==> config.mk <==
export PLATFORM = sky130hd
export DESIGN_NAME = lcd_write_arbiter
export DESIGN_NICKNAME = d
export VERILOG_FILES = /design/src/rtl/lcd_arb_pkg.sv /design/src/rtl/lcd_write_arbiter_rr_pick.sv /design/src/rtl/lcd_write_arbiter.sv
export SDC_FILE = /design/constraint.sdc
export NUM_CORES = 1
export LEC_CHECK = 0
export ABC_AREA = 1
export CAP_MARGIN = 20
export CORE_ASPECT_RATIO = 0.7
export CORE_UTILIZATION = 35
export DETAILED_ROUTE_END_ITERATION = 6
export GPL_TIMING_DRIVEN = 0
export SLEW_MARGIN = 15
export SYNTH_ARGS = -nofsm -noshare
export SYNTH_HDL_FRONTEND = slang
export SYNTH_SLANG_ARGS = --single-unit
export TNS_END_PERCENT = 100
==> constraint.sdc <==
create_clock -name iCLK -period 4.12 [get_ports iCLK]
set_input_delay 0.824 -clock iCLK [delete_from_list [all_inputs] [get_ports iCLK]]
set_output_delay 0.824 -clock iCLK [all_outputs]
set_load 0.02 [all_outputs]
==> src/rtl/lcd_arb_pkg.sv <==
// Shared definitions for the LCD write arbiter: FSM encoding, LCD byte layout
// and the default settle delay used by lcd_messages-style writers.
package lcd_arb_pkg;

  localparam int LCD_W = 9;

  localparam logic [17:0] DLY_DEFAULT = 18'h3FFFE;

  localparam logic [2:0] ST_IDLE  = 3'd0;
  localparam logic [2:0] ST_START = 3'd1;
  localparam logic [2:0] ST_DLY   = 3'd2;
  localparam logic [2:0] ST_ACK   = 3'd3;
  localparam logic [2:0] ST_NEXT  = 3'd4;

  // One requester slice of iWDATA: {RS, DATA[7:0]}.
  typedef struct packed {
    logic       rs;
    logic [7:0] data;
  } lcd_byte_t;

endpackage

==> src/rtl/lcd_write_arbiter_rr_pick.sv <==
// Combinational round-robin picker: selects the first asserted request at or
// after ptr, wrapping past the top requester.
module rr_pick
  import lcd_arb_pkg::*;
#(
  parameter int NUM_REQ = 3,
  parameter int PTR_W   = 2
) (
  input  logic [NUM_REQ-1:0] req,
  input  logic [PTR_W-1:0]   ptr,
  output logic [NUM_REQ-1:0] grant,
  output logic [PTR_W-1:0]   index,
  output logic               any
);

  logic [NUM_REQ-1:0] rot;
  logic [PTR_W:0]     off;
  logic [PTR_W:0]     sum;

  always_comb begin
    // Rotate so that bit 0 of rot is requester ptr; the lowest set bit wins.
    rot = NUM_REQ'({req, req} >> ptr);
    off = '0;
    for (int i = NUM_REQ - 1; i >= 0; i--) begin
      if (rot[i]) off = (PTR_W+1)'(i);
    end
    sum = off + {1'b0, ptr};
    if (sum >= (PTR_W+1)'(NUM_REQ)) sum = sum - (PTR_W+1)'(NUM_REQ);
    index = sum[PTR_W-1:0];
    any   = |req;
    grant = any ? (NUM_REQ'(1) << index) : '0;
  end

endmodule

==> src/rtl/lcd_write_arbiter.sv <==
// Shares one lcd_controller byte-write port between NUM_REQ requesters with
// round-robin grant per burst, owning the start/done handshake and settle delay.
module lcd_write_arbiter
  import lcd_arb_pkg::*;
#(
  parameter int               NUM_REQ    = 3,
  parameter int               DLY_W      = 18,
  parameter logic [DLY_W-1:0] DLY_CYCLES = DLY_W'(DLY_DEFAULT)
) (
  input  logic                     iCLK,
  input  logic                     iRST,
  input  logic [NUM_REQ-1:0]       iREQ,
  input  logic [LCD_W*NUM_REQ-1:0] iWDATA,
  input  logic [NUM_REQ-1:0]       iLAST,
  output logic [NUM_REQ-1:0]       oGRANT,
  output logic [NUM_REQ-1:0]       oACK,
  output logic                     oBUSY,
  output logic [7:0]               oLCD_DATA,
  output logic                     oLCD_RS,
  output logic                     oLCD_START,
  input  logic                     iLCD_DONE
);

  localparam int PTR_W = (NUM_REQ > 1) ? $clog2(NUM_REQ) : 1;

  // Requester handshake: iREQ[k] is a level "byte valid" held with its
  // iWDATA/iLAST slice until oACK[k] pulses for one cycle ("byte consumed").
  // A grantee wishing to continue its burst must present the next byte with
  // iREQ still high by the cycle after that ack; otherwise the burst ends.

  logic [2:0]         state_q;
  logic [PTR_W-1:0]   ptr_q;
  logic [PTR_W-1:0]   win_q;
  logic [DLY_W-1:0]   cnt_q;
  logic               last_q;

  logic [NUM_REQ-1:0] pick_grant;
  logic [PTR_W-1:0]   pick_idx;
  logic               pick_any;
  lcd_byte_t          pick_byte;
  lcd_byte_t          win_byte;
  logic [PTR_W-1:0]   ptr_after;

  rr_pick #(
    .NUM_REQ (NUM_REQ),
    .PTR_W   (PTR_W)
  ) u_rr_pick (
    .req   (iREQ),
    .ptr   (ptr_q),
    .grant (pick_grant),
    .index (pick_idx),
    .any   (pick_any)
  );

  assign pick_byte = lcd_byte_t'(iWDATA[LCD_W*pick_idx +: LCD_W]);
  assign win_byte  = lcd_byte_t'(iWDATA[LCD_W*win_q +: LCD_W]);

  // Priority passes to the requester after the one whose burst just ended.
  assign ptr_after = (win_q == PTR_W'(NUM_REQ - 1)) ? '0 : win_q + 1'b1;

  assign oACK  = (state_q == ST_ACK) ? oGRANT : '0;
  assign oBUSY = (state_q != ST_IDLE);

  always_ff @(posedge iCLK or posedge iRST) begin
    if (iRST) begin
      state_q    <= ST_IDLE;
      ptr_q      <= '0;
      win_q      <= '0;
      cnt_q      <= '0;
      last_q     <= 1'b0;
      oGRANT     <= '0;
      oLCD_DATA  <= '0;
      oLCD_RS    <= 1'b0;
      oLCD_START <= 1'b0;
    end else begin
      case (state_q)
        ST_IDLE: begin
          if (pick_any) begin
            oGRANT     <= pick_grant;
            win_q      <= pick_idx;
            oLCD_RS    <= pick_byte.rs;
            oLCD_DATA  <= pick_byte.data;
            last_q     <= iLAST[pick_idx];
            oLCD_START <= 1'b1;
            state_q    <= ST_START;
          end
        end
        ST_START: begin
          if (iLCD_DONE) begin
            oLCD_START <= 1'b0;
            cnt_q      <= '0;
            state_q    <= ST_DLY;
          end
        end
        ST_DLY: begin
          cnt_q <= cnt_q + 1'b1;
          if (cnt_q == DLY_CYCLES - 1'b1) state_q <= ST_ACK;
        end
        ST_ACK: begin
          if (last_q) begin
            oGRANT  <= '0;
            ptr_q   <= ptr_after;
            state_q <= ST_IDLE;
          end else begin
            state_q <= ST_NEXT;
          end
        end
        ST_NEXT: begin
          if (iREQ[win_q]) begin
            oLCD_RS    <= win_byte.rs;
            oLCD_DATA  <= win_byte.data;
            last_q     <= iLAST[win_q];
            oLCD_START <= 1'b1;
            state_q    <= ST_START;
          end else begin
            // Grantee let go mid-burst: release the port without another write.
            oGRANT  <= '0;
            ptr_q   <= ptr_after;
            state_q <= ST_IDLE;
          end
        end
        default: state_q <= ST_IDLE;
      endcase
    end
  end

endmodule

==> results.txt, run 1 <==
The average footprint of a synthesized cell is 6.23 µm². The maximum number of buffers from clock root to sink is 2. For the final routed database, the setup TNS stands at 0 ns. The upper clock frequency limit is 278 MHz. The die extent in y is 76.0 µm. The worst max-slew margin expressed relative to the limit came out at 0.708. The number of nets still failing antenna checks after routing is 0. The number of clock sinks came out at 39. The commonest cells after synthesis are nand2_1 (169), nor2_1 (61), inv_1 (41). The clock root buffer master is clkbuf_8. The power per cell area is 228 nW/µm².

The core area came out at 7450 µm². The netlist area before placement is 2740 µm². The share of post-route cells with drive strength above 1 came out at 0.0660.

The number of max-capacitance violations reported came out at 0. The number of global-route vias before repair came out at 2709. 0 antenna diodes ended up in the layout.

The number of instances resized during post-cts repair is 0. The count of filler cells inserted in the layout is 808. By area the synthesized netlist is led by dfrtp_1 (36%), nand2_1 (23%), nor2_1 (8.4%), nand3_1 (6.8%), inv_1 (5.6%). The worst setup path is launched from an input port.

The via density per instance is 4.87. At the end of routability-driven placement, the weighted congestion stood at 0.860. The most prevalent standard cell on the critical path is nand2_1. The worst-case setup margin in the final layout is 0.523 ns. The hold-critical path depth is 1. In the routed design, unresolved DRC markers number 0.

The signal on the critical path passes through clkdlybuf4s50_1 -> inv_1 -> nand2_1 -> o21ai_0 -> o21ai_0 -> nor2_1 -> ha_1 -> fa_1 -> ha_1 -> inv_1 -> nand3_1 -> nand2_1 -> nand2_1 -> buf_2 -> nand2_1 -> nand2_1 -> nand2_1 -> nand2_1 -> nand2_1 -> nand2_1. The global-route wire length before repair is 12300 µm. The transition time at the pin with the least slew margin came out at 0.438 ns. The total of warnings raised by yosys is 0.

The routed length per instance is 12.1 µm. The largest stage delay on the critical path is 0.51 ns. The clock reaches the later pin of the worst-skew pair after 0.29 ns.

The maximum net fanout on the critical path is 10. The time the final worst path needs with I/O delays and setup is 3.60 ns. Row generation in the floorplan step produced 26 rows.

The routed length on met3 is 319 µm. Compared with the post-synthesis result, the final layout area differs by 27.9%. The number of port buffers came out at 52. The worst register-to-register path ends at oLCD_DATA[3].

The total iterations of the first detailed-routing run is 5. The routed length on met1 came out at 3740 µm. TritonCTS built the clock tree. The total count of max-transition violations in the final report came to 0. Wire segments on met2 add up to 3140 µm in the final route. In this run the critical register-to-register path is launched from ptr_q[0].

The half-perimeter wire length after detailed placement came out at 5750 µm. Counting cells, the worst reg-to-reg path comes to 18. After clock tree synthesis, the clock-pin slew on the worst setup and hold paths is 0.08 ns. The synthesized net count is 481. The final hold violation count is 0. The worst setup path is of the input port to flop kind.

The count of nets after finishing came out at 541. The hold path startpoint is last_q. The number of enable flip-flop cells after synthesis came out at 0. The total setup buffers inserted after CTS is 0. The total number of vias is 2914. The fraction of synthesis flops using an asynchronous set or reset pin came out at 1.00. The analysis attributes to cell leakage a power of 1.75 nW. The required time at the worst-slack endpoint came out at 4.31 ns.

The all-layer global routing usage came out at 0.187. The number of buffers created by CTS is 5. The worst hold path terminates at state_q[2]. The utilization after layout is 0.471. The sequential share of the synthesized area came out at 0.356. Global routing finished with a remaining overflow of 0.

The number of buffers and inverters on the critical path is 4. For this run, the leading register cell type out of synthesis is dfrtp_1. The number of antenna violations at the first check in global routing is 0. The slack of the worst reg-to-reg path is 1.12 ns. The wire length after detailed routing is 7260 µm.

The count of state elements after synthesis came out at 39. The setup clock skew after layout came out at 0.00807 ns. The share of the clock period used by the worst path is 0.873. Of all cell types, the one taking the most synthesized area is dfrtp_1. On the critical path the largest part of the delay comes from buffers and inverters.

Summing internal, switching and leakage power gives 0.799 mW. The die width is 108 µm. After detailed routing, no signal wire sits above met4. The flow ran to the end, and the final reports show no timing, DRC or antenna violations.

For this design, the slowest cell found on the critical path is clkdlybuf4s50_1. The number of endpoints failing setup at the final stage came out at 0. The number of ports placed on the die boundary came out at 53. The min-delay analysis places its worst path in the category flop to flop.

The initial cell density of the core is 0.368. Setup repair after global routing left no endpoint under its margin. The peak supply drop came out at 117 µV. The minimum setup slack after placement is 0.277 ns. The area share of the leading cell type in the synthesized netlist came out at 0.356.

The floorplan step defined a die boundary enclosing 8200 µm². The maximum number of pins on one net before global-route repair came out at 32. The data arrival at the endpoint of the critical path came out at 3.78 ns. Yosys instantiated no cell more often than nand2_1. The type of element capturing the critical path is a flop.

In the synthesized netlist, the number of instances is 440. The number of DRC violations after detailed-routing iteration 0 came out at 144. The H-tree generated during clock tree synthesis spans 2 levels. After clock tree synthesis, the flow added hold-fix buffers numbering 0. The distinct cell type count after synthesis is 27.
==> where the power goes <==
| part | switching [mW] | internal (mW) | total [mW] |
|---|---|---|---|
| sequential | 0 | 0.382 | 0.382 |
| clock | 0.133 | 0.178 | 0.310 |
| combinational | 0.0538 | 0.0519 | 0.106 |
==> how the worst max path moves through the flow <==
stage	cells past startpoint	slack (ns)	start	to
after floorplan	17	1.16	iREQ[0]	last_q
after global placement	20	0.33	iREQ[0]	oLCD_DATA[2]
after detailed placement	20	0.28	iREQ[0]	oLCD_DATA[3]
after CTS	18	0.57	iREQ[0]	oLCD_DATA[4]
after global routing	18	0.26	iREQ[0]	oLCD_DATA[4]
final	20	0.52	iREQ[0]	oLCD_DATA[3]
==> cell usage in the layout, fill, tap and decap left out <==
cell	instances
nand2_1	169
nor2_1	61
clkdlybuf4s50_1	52
inv_1	40
dfrtp_1	39
nand3_1	37
o21ai_0	26
a21oi_1	18
buf_2	13
nand4_1	6
clkbuf_8	5
ha_1	4
nand2_2	3
inv_2	3
nor2_2	2
clkbuf_1	2
nor3_1	2
nor2_4	2
o22ai_1	2
xor2_1	2
o21ai_1	2
a21oi_2	1
clkinv_2	1
nand3_2	1
nand3b_1	1
xnor2_1	1
a21boi_0	1
a22oi_1	1
fa_1	1
bufinv_16	1
buf_12	1
==> registers in the layout, indices dropped and copies added (netlist names) <==
name        cells
cnt_q          18
oLCD_DATA       8
oGRANT          3
state_q         3
ptr_q           2
win_q           2
last_q          1
oLCD_RS         1
oLCD_START      1
==> per-layer routing <==
layer | track usage | up-vias
met4 | 0.0384 | 0
met2 | 0.285 | 64
li1 | - | 1505
met5 | 0 | -
met1 | 0.278 | 1338
met3 | 0.0308 | 7
==> per-stage QoR <==
| step | cell area [µm²] | hold WS, ns | instances |
|---|---|---|---|
| final | 3510 | 0.471 | 598 |
| after CTS | 3510 | 0.478 | 598 |
| after global routing | 3510 | 0.506 | 598 |
| after global placement | 3380 | 0.462 | 590 |
| after floorplan | 2740 | 0.422 | 440 |
| after detailed placement | 3400 | 0.467 | 591 |
==> cells by family (layout without fill, tap and decap cells) <==
group / Yosys count / count (layout) / synth area share
AND/OR/NAND/NOR: 284 / 284 / 0.426
buffers and inverters: 58 / 118 / 0.0858
AO/OA/AOI/OAI: 51 / 51 / 0.0972
flip-flops: 39 / 39 / 0.356
adder cells (fa/ha/maj): 5 / 5 / 0.0256
XOR/XNOR: 3 / 3 / 0.00959
==> layout make-up <==
| class | instances | area [µm²] | area share |
|---|---|---|---|
| Buffer | 14 | 68.8 | 0.0196 |
| Sequential cell | 39 | 976 | 0.278 |
| Clock buffer | 6 | 72.6 | 0.0207 |
| Clock inverter | 1 | 30.0 | 0.00856 |
| Inverter | 44 | 166 | 0.0474 |
| Timing Repair Buffer | 53 | 541 | 0.154 |
| Multi-Input combinational cell | 343 | 1530 | 0.436 |
| Tap cell | 98 | 123 | 0.0350 |
(Power assumes the default switching activity.)
==> run 2: changes to the inputs <==
clock period = 3.1 ns   (was 4.12 ns; I/O delays follow)
==> run 2 against run 1 <==
Die area unchanged. Hold slack improved by 0.0026 ns. Non-clock buffer count stayed put. First-iteration DRC count shrank 13%. Via count grew 0.14%. Worst setup slack got worse by 0.31 ns. Critical path depth unchanged. Utilization rose by 0.72 points. Sequential share of layout area is 0.42 points lower. Clock power grew 33%.
==> results.txt, run 2 (same netlist as run 1, synthesis figures left out) <==
The clock latency at the later pin of the worst-skew pair is 0.29 ns (about the same). The number of antenna violations at the first check in global routing is 0 (unchanged). The number of endpoints failing setup at the final stage is 0 (unchanged). The number of port buffers came out at 52 (unchanged). The utilization after layout is 0.478 (+0.00722).

STA classifies the critical path startpoint as an input port. The core area came out at 7450 µm² (unchanged). The H-tree depth came out at 2 (unchanged). The leakage power total came out at 1.79 nW (+2.1%).

Setup repair after global routing left no endpoint under its margin. The count of nets after finishing came out at 541 (unchanged). The total iterations of the first detailed-routing run is 4 (-1). The area of the die came to 8200 µm² (unchanged). The library cell used most frequently in the layout, excluding fill and tap cells, is nand2_1.

The tightest min-delay check is of the flop to flop type. The worst max-slew margin expressed relative to the limit is 0.801 (+0.0928). The die width is 108 µm (unchanged). The minimum setup slack after placement was -0.539 ns (-0.816 ns). The last weighted congestion value of the routability-driven placer came out at 0.860 (unchanged). The power per cell area is 300 nW/µm² (+32%). The data arrival at the endpoint of the critical path is 3.07 ns (-0.71 ns). The transition time at the pin with the least slew margin came out at 0.298 ns (-0.140 ns). The final sum of negative setup slack came out at 0 ns (unchanged).

The final total power was 1.07 mW (+34%). The count of filler cells inserted in the layout is 797 (-1.4%). The worst-case setup margin in the final layout came out at 0.210 ns (-0.313 ns). The total setup buffers inserted after CTS is 0 (unchanged).

The wire length after detailed routing came to 7290 µm (+0.45%). The via density per instance is 4.88 (+0.14%). The global-route wire length before repair came to 12400 µm (+0.50%). The number of clock sinks came out at 39 (unchanged).

The slack of the worst reg-to-reg path was 0.33 ns (-0.79 ns). The total congestion overflow came out at 0 (unchanged). The maximum net fanout on the critical path is 10 (unchanged).

The final hold violation count was 0 (unchanged). The number of buffers created by CTS came out at 5 (unchanged). The number of max-capacitance violations reported is 0 (unchanged).

The smallest clock period supported by the final layout is computed as 2.89 ns. The number of inserted diodes is 0 (unchanged). Based on the critical path, the design can be clocked at up to 346 MHz. The number of nets still failing antenna checks after routing came to 0 (unchanged). The share of post-route cells with drive strength above 1 came out at 0.0880 (+0.0220). Ranked by flip-flop count, first place goes to cnt_q.

The routed length per instance was 12.2 µm (+0.45%). The largest registers in the layout are cnt_q: 18 flops, oLCD_DATA: 8 flops. The final hold slack came out at 0.474 ns (+0.00259 ns). The cell sitting at the root of the clock tree is a clkbuf_8. The total count of max-transition violations in the final report is 0 (unchanged). The run finished with clean final reports. The half-perimeter wire length after detailed placement is 5750 µm (unchanged). TritonCTS built the clock tree. The area growth from synthesis to layout came out at 29.9%. The all-layer global routing usage is 0.188 (+0.00110).

The maximum number of pins on one net before global-route repair is 32 (unchanged). The number of global-route vias before repair is 2719 (+0.37%). The number of ports placed on the die boundary was 53 (unchanged). The standard-cell row count was 26 (unchanged). The maximum number of buffers from clock root to sink came out at 2 (unchanged). The setup clock skew after layout is 0.00792 ns (-0.000153 ns). The remaining design rule violation count is 0 (unchanged).

The kind of critical path is input port to flop. The number of DRC violations after detailed-routing iteration 0 came out at 126 (-13%). In the layout the commonest cells are nand2_1 (166), nor2_1 (60), clkdlybuf4s50_1 (49). The die extent in y came to 76.0 µm (unchanged). The peak supply drop was 156 µV (+33%). The initial cell density of the core came out at 0.368 (unchanged).

The total number of vias is 2918 (+0.14%). The required time at the worst-slack endpoint is 3.29 ns (-1.02 ns). The number of hold buffers added after cts is 0 (unchanged). Dividing the final minimum period by the clock period gives 0.932. The flip-flop count of the largest register, all copies and words added came out at 18 (unchanged). STA classifies the critical path endpoint as a flop. The clock transition at the registers of the reported paths is 0.08 ns (about the same).
==> run 2: changes by cell type in the layout (fill, tap and decap cells not counted), sizes merged <==
cell,before,now
buf,14,13
dlygate4sd2,0,2
dlymetal6s2s,0,1
clkbuf,7,8
clkdlybuf4s50,52,49
==> run 2: metrics by stage <==
step | instance area [µm²] | std cells
5_1_grt | 3560 | 598
3_3_place_gp | 3380 | 590
2_1_floorplan | 2740 | 440
3_5_place_dp | 3400 | 591
4_1_cts | 3550 | 598
6_report | 3560 | 598
==> run 2: critical path: stages <==
cell,delay [ns]
dlygate4sd2_1,0.24
inv_1,0.07
o21ai_1,0.17
nand2_1,0.07
o21ai_1,0.10
nor2_1,0.07
ha_1,0.18
fa_1,0.47
ha_2,0.23
inv_2,0.08
nand3_2,0.09
nand2_1,0.09
nand2_2,0.09
buf_6,0.16
nand2_1,0.06
nand2_1,0.06
nand2_1,0.06
nand2_1,0.06
nand2_1,0.06
nand2_1,0.04
==> run 2: final cells by class <==
| type | count | area, µm² | area share |
|---|---|---|---|
| Timing Repair Buffer | 53 | 541 | 0.152 |
| Tap cell | 98 | 123 | 0.0344 |
| Clock inverter | 1 | 30.0 | 0.00843 |
| Clock buffer | 6 | 72.6 | 0.0204 |
| Inverter | 44 | 166 | 0.0467 |
| Buffer | 14 | 92.6 | 0.0260 |
| Multi-Input combinational cell | 343 | 1560 | 0.438 |
| Sequential cell | 39 | 976 | 0.274 |
==> run 2: metal layers <==
| layer | vias up | global-route usage | part of all wire |
|---|---|---|---|
| li1 | 1508 | - | - |
| met1 | 1347 | 0.277 | 0.52 |
| met2 | 56 | 0.288 | 0.43 |
| met3 | 7 | 0.0351 | 0.046 |
| met4 | 0 | 0.0370 | 0.0069 |
| met5 | - | 0 | 0 |
==> run 2: worst paths after layout <==
kind | startpoint | to | depth (start not counted)
worst max-delay path | iREQ[0] | oLCD_DATA[3] | 20
worst min-delay path | last_q | state_q[2] | 1
worst max register to register | ptr_q[0] | oLCD_DATA[3] | 18
worst min register to register | last_q | state_q[2] | 1
max in group asynchronous | iRST | cnt_q[2] | 3
min in group asynchronous | iRST | cnt_q[11] | 2
==> run 2: timing repair <==
| action | 4_1_cts | 5_1_grt |
|---|---|---|
| pin swaps | 3 | 2 |
| gates resized for setup | 22 | 6 |
| cloned | 0 | 0 |
| endpoints found under the setup margin | 15 | 14 |
==> run 2: where the power goes <==
group / switching (mW) / total [mW] / internal, mW
Sequential: 0 / 0.508 / 0.508
Combinational: 0.0737 / 0.147 / 0.0731
Clock: 0.177 / 0.413 / 0.236
Total: 0.251 / 1.07 / 0.817
==> run 3: changes to the inputs <==
CTS_CLUSTER_DIAMETER = 40   (was unset)
==> results of run 3 <==
Same layout as run 2: the final DEF is identical, and so are final timing and power.
